==> src/rtl/truth_table_scanner_pkg.sv <==
// truth_table_scanner_pkg: shared state encoding and scan constants
package truth_table_scanner_pkg;
   localparam int NVEC = 16;
   localparam int IDXW = 4;
   typedef enum logic [1:0] {IDLE, DRIVE, SAMPLE, DONE} state_t;
endpackage

==> src/rtl/truth_table_scanner_capture.sv <==
// tt_capture: one captured truth table and its running ones count
module tt_capture
   import truth_table_scanner_pkg::*;
(
   input  logic            clk,
   input  logic            rst,
   input  logic            clear,
   input  logic            en,
   input  logic [IDXW-1:0] idx,
   input  logic            din,
   output logic [NVEC-1:0] map,
   output logic [IDXW:0]   cnt
);
   always_ff @(posedge clk or posedge rst)
      if (rst) begin
         map <= '0;
         cnt <= '0;
      end else if (clear) begin
         map <= '0;
         cnt <= '0;
      end else if (en) begin
         map[idx] <= din;
         cnt      <= cnt + (IDXW+1)'(din);
      end
endmodule

==> src/rtl/truth_table_scanner.sv <==
// truth_table_scanner: walks all 16 input vectors and captures three external 4-input functions
module truth_table_scanner
   import truth_table_scanner_pkg::*;
#(
   parameter int SETTLE = 0
)
(
   input  logic            clk,
   input  logic            rst,
   input  logic            start,
   output logic            x,
   output logic            y,
   output logic            w,
   output logic            z,
   input  logic            c_in,
   input  logic            d_in,
   input  logic            e_in,
   output logic            busy,
   output logic            done,
   output logic [NVEC-1:0] c_map,
   output logic [NVEC-1:0] d_map,
   output logic [NVEC-1:0] e_map,
   output logic [IDXW:0]   c_cnt,
   output logic [IDXW:0]   d_cnt,
   output logic [IDXW:0]   e_cnt
);
   state_t          state, state_n;
   logic [IDXW-1:0] idx, idx_n, vec;
   logic [3:0]      settle, settle_n;
   logic            clear, en;
   always_ff @(posedge clk or posedge rst)
      if (rst) begin
         state  <= IDLE;
         idx    <= '0;
         settle <= '0;
         vec    <= '0;
      end else begin
         state  <= state_n;
         idx    <= idx_n;
         settle <= settle_n;
         vec    <= (state_n == DRIVE || state_n == SAMPLE) ? idx_n : '0;
      end
   always_comb begin
      state_n  = state;
      idx_n    = idx;
      settle_n = settle;
      clear    = 1'b0;
      en       = 1'b0;
      case (state)
         IDLE:
            if (start) begin
               state_n  = DRIVE;
               idx_n    = '0;
               settle_n = 4'(SETTLE);
               clear    = 1'b1;
            end
         DRIVE: begin
            state_n  = (settle == '0) ? SAMPLE : DRIVE;
            settle_n = (settle == '0) ? settle : settle - 4'd1;
         end
         SAMPLE: begin
            en = 1'b1;
            // last vector exits to DONE; idx never wraps back to 0 mid-scan
            if (idx == IDXW'(NVEC-1))
               state_n = DONE;
            else begin
               state_n  = DRIVE;
               idx_n    = idx + 1'b1;
               settle_n = 4'(SETTLE);
            end
         end
         default: state_n = IDLE;
      endcase
   end
   assign {x, y, w, z} = vec;
   assign busy = (state == DRIVE) || (state == SAMPLE);
   assign done = (state == DONE);
   tt_capture u_c (.clk(clk), .rst(rst), .clear(clear), .en(en), .idx(idx), .din(c_in), .map(c_map), .cnt(c_cnt));
   tt_capture u_d (.clk(clk), .rst(rst), .clear(clear), .en(en), .idx(idx), .din(d_in), .map(d_map), .cnt(d_cnt));
   tt_capture u_e (.clk(clk), .rst(rst), .clear(clear), .en(en), .idx(idx), .din(e_in), .map(e_map), .cnt(e_cnt));
endmodule

==> config.mk <==
export PLATFORM = sky130hd
export DESIGN_NAME = truth_table_scanner
export DESIGN_NICKNAME = d
export VERILOG_FILES = /design/src/rtl/truth_table_scanner_pkg.sv /design/src/rtl/truth_table_scanner_capture.sv /design/src/rtl/truth_table_scanner.sv
export SDC_FILE = /design/constraint.sdc
export NUM_CORES = 1
export LEC_CHECK = 0
export BUFFER_PORTS_ARGS = -buffer_cell sky130_fd_sc_hd__buf_4
export CORE_MARGIN = 5
export CORE_UTILIZATION = 40
export CTS_CLUSTER_SIZE = 28
export DETAILED_ROUTE_END_ITERATION = 8
export SLEW_MARGIN = 20
export SYNTH_ARGS = -nofsm -noshare
export SYNTH_HDL_FRONTEND = slang
export SYNTH_SLANG_ARGS = --single-unit
==> constraint.sdc <==
create_clock -name clk -period 4.5 [get_ports clk]
set_clock_uncertainty 0.15 [all_clocks]
set_input_delay 0.45 -clock clk [delete_from_list [all_inputs] [get_ports clk]]
set_output_delay 0.45 -clock clk [all_outputs]
set_load 0.01 [all_outputs]
### Yosys cells after proc, flatten, opt, wreduce, memory -nomap -nowiden

Index checks and enable logic that the tools add are counted.

| storage, ports and cells | value |
|---|---|
| bits in registers | 77 |
| word-level logic and storage cells | 66 |

| operators by class | value |
|---|---|
| equality and inequality tests | 9 |
| magnitude comparators | 2 |
| multiplexer cells | 32 |
| reduce and logical (&&, ||, !) cells | 8 |
| $add $sub $neg | 5 |

Operator list:

| operator | number |
|---|---|
| 16-bit two-way mux | 6 |
| 16-bit bitwise mux | 3 |
| 5-bit two-way mux | 6 |
| 4-bit two-way mux | 6 |
| 5-bit by 1-bit adder with 5-bit output | 3 |
| 4-bit one-hot mux with 3 select lines | 1 |
| 4-bit one-hot mux with 2 select lines | 1 |
| 2-bit == test, second input constant | 3 |
| 2-bit two-way mux | 3 |
| 2-bit != test, second input constant | 3 |
| 2-bit one-hot mux with 3 select lines | 1 |
| 4-bit by 5-bit < comparator with 1-bit output, second input constant | 1 |
| 4-bit by 1-bit adder with 4-bit output, second input constant | 1 |
| 1-bit demux with 4-bit select | 1 |
| 2-bit by 1-bit == test with 1-bit output, second input constant | 2 |
| 4-bit == test, second input constant | 1 |
| 4-bit by 1-bit >= comparator with 1-bit output, second input constant | 1 |
| 4-bit logical NOT | 1 |
| 1-bit two-way mux | 4 |
| 4-bit AND reduction | 1 |
| 4-bit by 1-bit subtractor with 4-bit output, second input constant | 1 |
| 3-bit nonzero test | 1 |
| 2-bit logical NOT | 1 |
| 1-bit logical OR | 2 |
| 2 further kinds | 2 |

### Depth between registers and ports, before layout

| logic depth | value |
|---|---|
| word-level depth | 7 |
| mapped depth | 7 |
| depth with buffers taken out | 6 |

### Hierarchy

A second synthesis with hierarchy kept.

| unflattened totals | value |
|---|---|
| cells, all modules | 373 |
| area, all modules | 4000.1 µm² |

By module, submodules not included:

| module | instances | seq. area each (µm²) | cells each | area each (µm²) |
|---|---|---|---|---|
| tt_capture | 3 | 525.5 | 98 | 1062.3 |
| truth_table_scanner | 1 | 350.3 | 79 | 813.3 |

### Worst setup path before layout

No wires, ideal clock.

| timing path | value |
|---|---|
| path type | flip-flop to flip-flop |
| start point | register state[0] |
| end point | register vec[3] |
| period minus slack after synthesis | 1899 ps |
| slack | 2601 ps |
| cell stages (with the launch flop) | 8 |
| arrival time | 1617 ps |
| cells stage by stage | dfrtp_1 inv_1 ha_1 and4_4 buf_6 or2_4 a22o_1 nor3b_2 |

| on the way | value |
|---|---|
| elaborated cells on any way between the ends | 10 |
| classes of those cells | eq/ne (4); mux (4); reduce/logical (2) |

RTL lines:

| item | line | RTL |
|---|---|---|
| start: declaration | truth_table_scanner.sv:27 | `state_t state, state_n;` |
| start signal: assignment | truth_table_scanner.sv:38 | `state <= state_n;` |
| 2-bit == test / 2-bit logical NOT (equally long branches) | truth_table_scanner.sv:49 | `case (state)` |
| 4-bit one-hot mux with 2 select lines (*) | truth_table_scanner.sv:49 |  |
| via idx_n[3] | truth_table_scanner.sv:28 | `logic [IDXW-1:0] idx, idx_n, vec;` |
| 4-bit two-way mux (*) | truth_table_scanner.sv:41 | `vec <= (state_n == DRIVE \|\| state_n == SAMPLE) ? idx_n : '0;` |
| end signal: assignment | truth_table_scanner.sv:41 |  |
| end: declaration | truth_table_scanner.sv:28 |  |

The timed path passes the listed nets; every way through them passes the cells marked *.
A chain may end at the register's enable or synchronous reset.

### Worst setup path in the final report

| timing path | value |
|---|---|
| start point | register state[0] |
| end point | register vec[1] |

The elaborated chain is that of the path after synthesis.

==> impl_metrics.env <==
export IMPL_status="completed"
export IMPL_synth_area_sq_um=3640
export IMPL_r2r_slack_ns=2.30
export IMPL_crit_path_end_kind="flip-flop"
export IMPL_insertion_delay_ns=0.34
export IMPL_total_power_mw=2.02
export IMPL_vias=2541
export IMPL_grt_pass1_vias=2560
export IMPL_synth_area_leader_cell="dfrtp_1"
export IMPL_final_cell_area_sq_um=4470
export IMPL_cp_start_kind="flip-flop"
export IMPL_fmax_mhz=454
export IMPL_htree_num_levels=3
export IMPL_start_util_pct=41.3
export IMPL_critPathArrivalTime_ns=2.30
export IMPL_yosys_warnings=0
export IMPL_cts_resized=0
export IMPL_critPathMaxFanout=41
export IMPL_final_net_count=416
export IMPL_worst_pin_slew_ns=0.886
export IMPL_synth_ff_type="dfrtp_1"
export IMPL_clkSinkCount=77
export IMPL_antenna_left=0
export IMPL_internal_power_mw=1.29
export IMPL_die_w_um=105
export IMPL_core_area_sq_um=8810
export IMPL_netlist_instances=323
export IMPL_io_pins=75
export IMPL_period_minus_slack_ns=2.20
export IMPL_async_flop_share_pct=100
export IMPL_seq_power_share_pct=42.3
export IMPL_totalWireLength_um=8080
export IMPL_antenna_found_initial=0
export IMPL_drt_iter0_drc=115
export IMPL_slowest_stage="dfrtp_1"
export IMPL_synth_edff_count=0
export IMPL_gp_congestion=0.715
export IMPL_cts_buffers=9
export IMPL_cts_setup_buffers=0
export IMPL_synth_most_common_cell="dfrtp_1"
export IMPL_p_per_area_nw_per_um2=451
export IMPL_die_y_um=105
export IMPL_crit_required_ns=4.59
export IMPL_irDropWorstVdd_mv=0.232
export IMPL_syn_avg_cell_area_sq_um=11.3
export IMPL_ys_seq_area_share_pct=52.9
export IMPL_hpwlAfterDp_um=5490
export IMPL_synth_cell_types=39
export IMPL_period_share_pct=48.9
export IMPL_p_switching_mw=0.731
export IMPL_ys_seq_elements=77
export IMPL_setup_viol=0
export IMPL_dpl_worst_slack_ns=2.30
export IMPL_firstDrtPassIters=4
export IMPL_grt_pass1_wl_um=13500
export IMPL_pwr_share_comb_pct=32.7
export IMPL_maxCapViolCount=0
export IMPL_hp_class="input pin to async pin"
export IMPL_yosysTopAreaCellShare_pct=52.9
export IMPL_maxSlewViolCount=0
export IMPL_dpl_instance_area_sq_um=4270
export IMPL_path_clk_slew_ns=0.09
export IMPL_die_area_sq_um=11100
export IMPL_rows=34
export IMPL_ys_top_cells_by_count="dfrtp_1 (77), nor2_1 (65), mux2i_1 (55), ha_1 (17), nand3_1 (12)"
export IMPL_syn_num_nets=346
export IMPL_layout_drive_gt1_share_pct=26.6
export IMPL_hold_viol=0
export IMPL_grt_use_total_pct=15.1
export IMPL_pwr_share_clk_pct=25.0
export IMPL_globalRouteOverflowTotal=0
export IMPL_cts_max_path_buffers=2
export IMPL_setup_ws_ns=2.30
export IMPL_critical_path_class="flip-flop to flip-flop"
export IMPL_remaining_drc_errors=0
export IMPL_cts_tree="yes"
export IMPL_rsz0062_at_grt="no"
export IMPL_syn_to_final_growth_pct=22.7
export IMPL_num_antenna_cells=0
export IMPL_cts_root_buffer="clkbuf_8"
export IMPL_path_cells="inv_1, ha_1, buf_4, and4_4, or2_4, a32o_1, nor3b_1"
export IMPL_leakage_nw=2.47
export IMPL_tns_ns=0
export IMPL_holdBufCountCts=0
export IMPL_viasPerCell=5.02
export IMPL_switching_share_pct=36.2
export IMPL_routedWlPerCell_um=16.0
export IMPL_slew_headroom_pct=40.9
export IMPL_synth_area_leaders="dfrtp_1 (53%), mux2i_1 (15%), nor2_1 (6.7%)"
export IMPL_grt_max_degree=52
export IMPL_fill_cells=807
export IMPL_port_buffers=74
export IMPL_cpPeakStageDelay_ns=0.43
-- per-stage QoR --
step / util (%) / hold slack [ns] / instances
after floorplan: - / 0.343 / 323
after global placement: 48.5 / 0.354 / 490
after detailed placement: 48.5 / 0.364 / 490
after CTS: 50.7 / 0.253 / 506
after global routing: 50.8 / 0.179 / 506
final: 50.8 / 0.118 / 506
-- power groups by stage --
stage / clock, mW / sequential, mW / combinational [mW]
4_1_cts: 0.521 / 0.854 / 0.671
5_1_grt: 0.553 / 0.867 / 0.738
2_1_floorplan: 0 / 0.869 / 0.453
3_3_place_gp: 0 / 0.864 / 0.660
3_5_place_dp: 0 / 0.866 / 0.667
6_report: 0.504 / 0.853 / 0.660
-- area by class of cell --
cell class / count / area, sq um / share of cell area, %
Clock inverter: 5 / 42.5 / 0.952
Sequential cell: 77 / 1930 / 43.1
Clock buffer: 11 / 151 / 3.39
Timing Repair Buffer: 77 / 578 / 12.9
Inverter: 8 / 31.3 / 0.700
Tap cell: 108 / 135 / 3.02
Multi-Input combinational cell: 220 / 1600 / 35.9
-- path summary, 6_finish.rpt --
check,from,to,cells after the start
min reg2reg,u_e.map[10],u_e.map[10],2
min in group clk,d_in,u_d.map[4],3
max,state[0],vec[1],7
max reg2reg,state[0],vec[1],7
min,rst,u_c.map[15],2
max in group asynchronous,rst,u_d.map[14],3
-- flip-flops by register name, indices dropped and copies added (netlist names) --
signal,cells
u_c.map,16
u_d.map,16
u_e.map,16
u_c.cnt,5
u_d.cnt,5
u_e.cnt,5
idx,4
settle,4
vec,4
state,2
-- routing by layer --
metal  vias to the layer above  GRT usage (%)  wire [um]
met3                         9           4.22        450
met4                         0           5.62        121
li1                       1245              -          -
met5                         -              0          0
met2                        46           23.5       3770
met1                      1241           20.1       3730
-- cells in the final DEF, fill, tap and decap left out, types with 3 or more instances in the layout --
master    instances
mux2i_1          55
a211oi_1          3
xor2_1            9
dfrtp_1          77
o21ai_0           4
nand4_1           9
nand2_1          10
nor3_2            4
nand3_1          12
buf_4            77
nor3b_1           3
ha_1             17
nor2_1           65
clkbuf_8         11
nor2b_1           3
inv_1             7
a21oi_1           3
clkinv_4          3
-- cells by family after synthesis --
group | Yosys count | share of synthesized area [%]
flops | 77 | 52.9
xor+xnor | 10 | 2.41
simple gates | 119 | 16.0
mux | 55 | 15.1
buf+inv | 26 | 3.06
compound gates | 19 | 4.64
fa+ha+maj | 17 | 5.84
-- critical path, delay by kind of cell, from the launching register on --
family	cells	cell delay [ns]
DFF	1	0.43
and+or+nand+nor	3	0.76
buffers and inverters	2	0.49
adders and majority gates	1	0.14
AOI/OAI and AO/OA	1	0.13
Power figures use the tool's default switching activity.
